==> src/rtl/deser400_merge_arb.sv <==
// deser400_merge_arb
// Merges the two 16-bit word streams of the dual-channel 400 Mbit
// deserializer (channels A and B) into one tagged valid/ready stream.
// Each channel owns a small circular buffer. A round-robin arbiter picks
// which buffer feeds the single output register. Words that arrive while
// a buffer is full are dropped and counted in a saturating counter.
//
// Ports
//   clk160      in   system clock (160 MHz)
//   reset       in   synchronous, active-high reset
//   run         in   acquisition enable; a rising edge clears ovf_a/ovf_b
//   par_a/b     in   channel word
//   write_a/b   in   single-cycle word strobe
//   dout        out  merged output word
//   dout_ch     out  source channel of dout (0 = A, 1 = B)
//   dout_valid  out  dout/dout_ch valid
//   dout_ready  in   downstream accepts the presented word
//   ovf_a/b     out  saturating dropped-word counters
//   busy        out  registered: a buffer is non-empty or dout_valid is high
module deser400_merge_arb #(
    parameter int DEPTH_LOG2 = 2,
    parameter int CNT_W      = 8
) (
    input  logic             clk160,
    input  logic             reset,
    input  logic             run,
    input  logic [15:0]      par_a,
    input  logic             write_a,
    input  logic [15:0]      par_b,
    input  logic             write_b,
    output logic [15:0]      dout,
    output logic             dout_ch,
    output logic             dout_valid,
    input  logic             dout_ready,
    output logic [CNT_W-1:0] ovf_a,
    output logic [CNT_W-1:0] ovf_b,
    output logic             busy
);

    localparam int D = 1 << DEPTH_LOG2;

    typedef logic [DEPTH_LOG2-1:0] ptr_t;
    typedef logic [DEPTH_LOG2:0]   cnt_t;
    typedef logic [CNT_W-1:0]      ovf_t;

    localparam cnt_t FULL = cnt_t'(D);

    // Index 0 is channel A, index 1 is channel B.
    logic [15:0] mem_q    [2][D];
    ptr_t        wr_ptr_q [2];
    ptr_t        rd_ptr_q [2];
    cnt_t        cnt_q    [2];
    cnt_t        cnt_d    [2];
    ovf_t        ovf_q    [2];

    logic [15:0] dout_q;
    logic        dout_ch_q;
    logic        dout_valid_q;
    logic        dout_valid_d;
    logic        busy_q;
    logic        busy_d;
    logic        run_q;
    logic        last_ch_q;

    logic [15:0] par      [2];
    logic [1:0]  wr;
    logic [1:0]  nonempty;
    logic [1:0]  full;
    logic [1:0]  push;
    logic [1:0]  pop;
    logic [1:0]  drop;
    logic        load;
    logic        any_ne;
    logic        grant;
    logic        run_rise;

    always_comb begin
        par[0]   = par_a;
        par[1]   = par_b;
        wr       = {write_b, write_a};
        run_rise = run & ~run_q;

        for (int c = 0; c < 2; c++) begin
            nonempty[c] = (cnt_q[c] != '0);
            full[c]     = (cnt_q[c] == FULL);
        end

        // The output register can take a new word when it is empty or
        // its current word is being accepted this cycle.
        load   = ~dout_valid_q | dout_ready;
        any_ne = |nonempty;

        // Round robin: with both buffers holding data, serve the channel
        // that was not served last; otherwise serve whichever has data.
        if (&nonempty) begin
            grant = ~last_ch_q;
        end else begin
            grant = ~nonempty[0];
        end

        pop = '0;
        if (load && any_ne) begin
            pop[grant] = 1'b1;
        end

        // A pop in the same cycle frees the slot a full buffer needs.
        for (int c = 0; c < 2; c++) begin
            push[c]  = wr[c] & run & (~full[c] | pop[c]);
            drop[c]  = wr[c] & run & full[c] & ~pop[c];
            cnt_d[c] = cnt_q[c] + cnt_t'(push[c]) - cnt_t'(pop[c]);
        end

        dout_valid_d = load ? any_ne : dout_valid_q;
        busy_d       = (cnt_d[0] != '0) | (cnt_d[1] != '0) | dout_valid_d;
    end

    // Buffer storage carries no reset; the counts define what is valid.
    always_ff @(posedge clk160) begin
        for (int c = 0; c < 2; c++) begin
            if (!reset && push[c]) begin
                mem_q[c][wr_ptr_q[c]] <= par[c];
            end
        end
    end

    always_ff @(posedge clk160) begin
        if (reset) begin
            for (int c = 0; c < 2; c++) begin
                wr_ptr_q[c] <= '0;
                rd_ptr_q[c] <= '0;
                cnt_q[c]    <= '0;
                ovf_q[c]    <= '0;
            end
            dout_q       <= '0;
            dout_ch_q    <= 1'b0;
            dout_valid_q <= 1'b0;
            busy_q       <= 1'b0;
            run_q        <= 1'b0;
            last_ch_q    <= 1'b1;
        end else begin
            run_q <= run;
            for (int c = 0; c < 2; c++) begin
                if (push[c]) begin
                    wr_ptr_q[c] <= wr_ptr_q[c] + ptr_t'(1);
                end
                if (pop[c]) begin
                    rd_ptr_q[c] <= rd_ptr_q[c] + ptr_t'(1);
                end
                cnt_q[c] <= cnt_d[c];
                // Start of a run clears the counter; a drop in that same
                // cycle is the first count of the new run.
                if (run_rise) begin
                    ovf_q[c] <= ovf_t'(drop[c]);
                end else if (drop[c] && !(&ovf_q[c])) begin
                    ovf_q[c] <= ovf_q[c] + ovf_t'(1);
                end
            end

            if (load && any_ne) begin
                dout_q    <= mem_q[grant][rd_ptr_q[grant]];
                dout_ch_q <= grant;
                last_ch_q <= grant;
            end
            dout_valid_q <= dout_valid_d;
            busy_q       <= busy_d;
        end
    end

    assign dout       = dout_q;
    assign dout_ch    = dout_ch_q;
    assign dout_valid = dout_valid_q;
    assign ovf_a      = ovf_q[0];
    assign ovf_b      = ovf_q[1];
    assign busy       = busy_q;

endmodule

==> config.mk <==
export PLATFORM = sky130hd
export DESIGN_NAME = deser400_merge_arb
export DESIGN_NICKNAME = d
export VERILOG_FILES = /design/src/rtl/deser400_merge_arb.sv
export SDC_FILE = /design/constraint.sdc
export NUM_CORES = 1
export LEC_CHECK = 0
export BUFFER_PORTS_ARGS = -buffer_cell sky130_fd_sc_hd__buf_2
export CAP_MARGIN = 20
export CORE_ASPECT_RATIO = 0.6
export CORE_MARGIN = 1
export CORE_UTILIZATION = 50
export DETAILED_ROUTE_END_ITERATION = 8
export GPL_TIMING_DRIVEN = 0
export MAX_ROUTING_LAYER = met4
export PLACE_DENSITY = 0.69
export SLEW_MARGIN = 15
export SYNTH_ARGS = -nofsm -noshare
export SYNTH_HDL_FRONTEND = slang
export SYNTH_SLANG_ARGS = --single-unit
==> constraint.sdc <==
create_clock -name clk160 -period 5.9 [get_ports clk160]
set_clock_uncertainty 0.15 [all_clocks]
set_input_delay 0 -clock clk160 [delete_from_list [all_inputs] [get_ports clk160]]
set_output_delay 0 -clock clk160 [all_outputs]
set_load 0.01 [all_outputs]
==> results.tsv <==
metric	value	unit
Syn Inst Count	432	
die height	96.0	um
Yosys reg bits	179	
crit-path max FO	6	
Post-DRT Antenna Nets	0	
H-tree levels	4	
Synth cell types	46	
synthesized area per cell	17.0	um2
largest family of logic cells by synthesized area	multiplexers	
final core occ	0.637	
Async S/R FF share, synth	0	
post-CTS setup buffers	0	
final hold viol count	0	
crit path time final	3.08	ns
clock latency on the worst-skew pair	0.42	ns
status	complete, no violations	
post-synthesis compound-gate area fraction	0.0349	
Seq pwr share	0.408	
DRT Pass-1 Iters	5	
crit path from	cnt_q[0][4]	
Multi-input gate area	0.00209	mm2
register area	0.00510	mm2
routed len/inst	19.0	um
Clock power frac	0.286	
most frequent cells in the layout	152 x edfxtp_1, 77 x buf_2, 37 x dlygate4sd3_1	
hold_buf cts	37	
fin nets	612	
RR Startpoint	cnt_q[0][4]	
post-CTS resize count	0	
clock sink count	179	
CTS root buf	clkbuf_16	
PwrDens	436	mW/mm2
Longest Clk Path Bufs	2	
switching part of the total	0.317	
vias in the first global route	4029	
Synth Cell Area	0.00736	mm2
post-synthesis mux area share	0.120	
die area	0.0152	mm2
fin worst setup slack	2.82	ns
Routability Congestion	0.867	
Post-synth EDFFs	152	
CTS tree	yes	
IO Port Bufs	71	
Main synth FF type	edfxtp_1	
Rows	33	
post-synthesis xor/xnor area fraction	0.0214	
pre-CTS setup slack	2.93	ns
largest net degree at the start of global routing	19	
Rel. slew slack	0.408	
Combinational Power Share	0.305	
CP startpoint kind	register	
clock-pin slew on the worst setup and hold paths	0.07	ns
fmax	324	MHz
Leakage	3.23	nW
dpl hpwl	9950	um
Ports	73	
syn nets	485	
worst-margin pin slew	0.888	ns
sequential fraction of the synthesis area	0.694	
max cap viols	0	
Max Slew Vio Count	0	
crit end category	register	
Adder-Cell Fraction of Synth Area	0.0276	
sw power	1.23	mW
chip width	159	um
Worst Path Arrival	3.20	ns
RSZ-0062 raised after global routing	false	
CTS Buf Count	17	
critical path class	register to register	
Via density	5.40	
via count	4123	
Final Setup Violations	0	
period utilization	0.522	
diodes inserted	0	
Synth warnings	0	
Overall Global Routing Usage	0.211	
worst path required time	6.02	ns
most common cell after layout, fill and taps aside	edfxtp_1	
Post-Synth Simple-Gate Area	0.0804	
VDD IR-drop max	181	uV
Power Total	3.89	mW
Post-route DRC	0	
Routed WL	14500	um
internal power	2.66	mW
Initial Utilization	0.526	
Core Region	0.0140	mm2
hold path startpoint	reset	
first-pass GRT wire length	21800	um
1st-iter DRT viols	360	
fill count	993	
area grow syn2layout	21.2	%
total grt overflow	0	
Setup TNS	0	ns
initial antenna violation count	0	
layout cells sized above 1	0.271	
min-delay worst type	primary input to register	
final timing paths:
check	endpoint	slack, ns	cells past startpoint
max	busy	2.82	9
min	cnt_q[0][3]	0.08	3
max reg2reg	busy	2.82	9
min reg2reg	dout[4]	0.35	2
power by group through the flow:
stage               logic, mW  registers (mW)  clock network [mW]
global route             1.30            1.60                1.18
finish                   1.19            1.59                1.11
CTS                      1.19            1.59                1.13
detailed placement       1.17            1.61                   0
global placement         1.14            1.61                   0
floorplan               0.820            1.62                   0
metal layers:
layer  up-vias  part of all wire  GRT usage
li1       1936                 -          -
met1      2084              0.50      0.303
met3        13             0.046     0.0432
met5         -                 0          -
met4         0            0.0088     0.0697
met2        90              0.45      0.302
metrics by stage:
stage,cell area [um2],cells,hold WS [ns]
floorplan,7360,432,-0.0511
detailed placement,7950,695,0.0690
global placement,7950,695,0.0608
finish,8910,764,0.0774
CTS,8910,764,0.0567
global route,8910,764,0.129
cell type report:
class                           count  share of cell area
Buffer                             18              0.0132
Clock buffer                       17              0.0477
Clock inverter                     15              0.0187
Inverter                           12             0.00505
Multi-Input combinational cell    223               0.234
Sequential cell                   179               0.573
Tap cell                          192              0.0269
Timing Repair Buffer              108              0.0814
logic make-up after synthesis:
group,Yosys count
simple gates,108
flops,179
xor+xnor,18
fa+ha+maj,15
compound gates,34
mux,48
buf+inv,30
cells in the mapped netlist (3+ instances only):
cell type / number / area share
edfxtp_1: 152 / 0.62
nor2_1: 35 / 0.018
mux4_2: 32 / 0.098
dfxtp_1: 27 / 0.073
a211oi_1: 16 / 0.016
mux2i_1: 16 / 0.022
ha_1: 13 / 0.022
inv_1: 12 / 0.0061
and2_1: 11 / 0.0094
nand2_1: 10 / 0.0051
nor2b_1: 10 / 0.0085
xnor2_1: 10 / 0.012
nor3_1: 8 / 0.0054
xor2_1: 8 / 0.0095
nand3_1: 7 / 0.0048
buf_2: 6 / 0.0041
clkbuf_1: 6 / 0.0031
nand4_1: 4 / 0.0034
nor3b_1: 4 / 0.0041
a21oi_1: 3 / 0.0020
and3_1: 3 / 0.0026
and4_1: 3 / 0.0036
buf_4: 3 / 0.0031
flip-flops by register name (all words and copies together), names as in the netlist, 4 cells and up:
signal / flops
cnt_q: 6
rd_ptr_q: 4
mem_q: 128
dout: 16
ovf_q: 16
wr_ptr_q: 4
critical path: stages (launching register included):
cell     delay (ns)
dfxtp_1        0.51
nor3_4         0.11
o21ai_1        0.44
nor2_1         0.17
ha_1           0.31
inv_1          0.04
ha_1           0.18
fa_1           0.48
nor4_1         0.37
a41oi_1        0.17
Note: power is estimated with default switching activity, not from simulation.
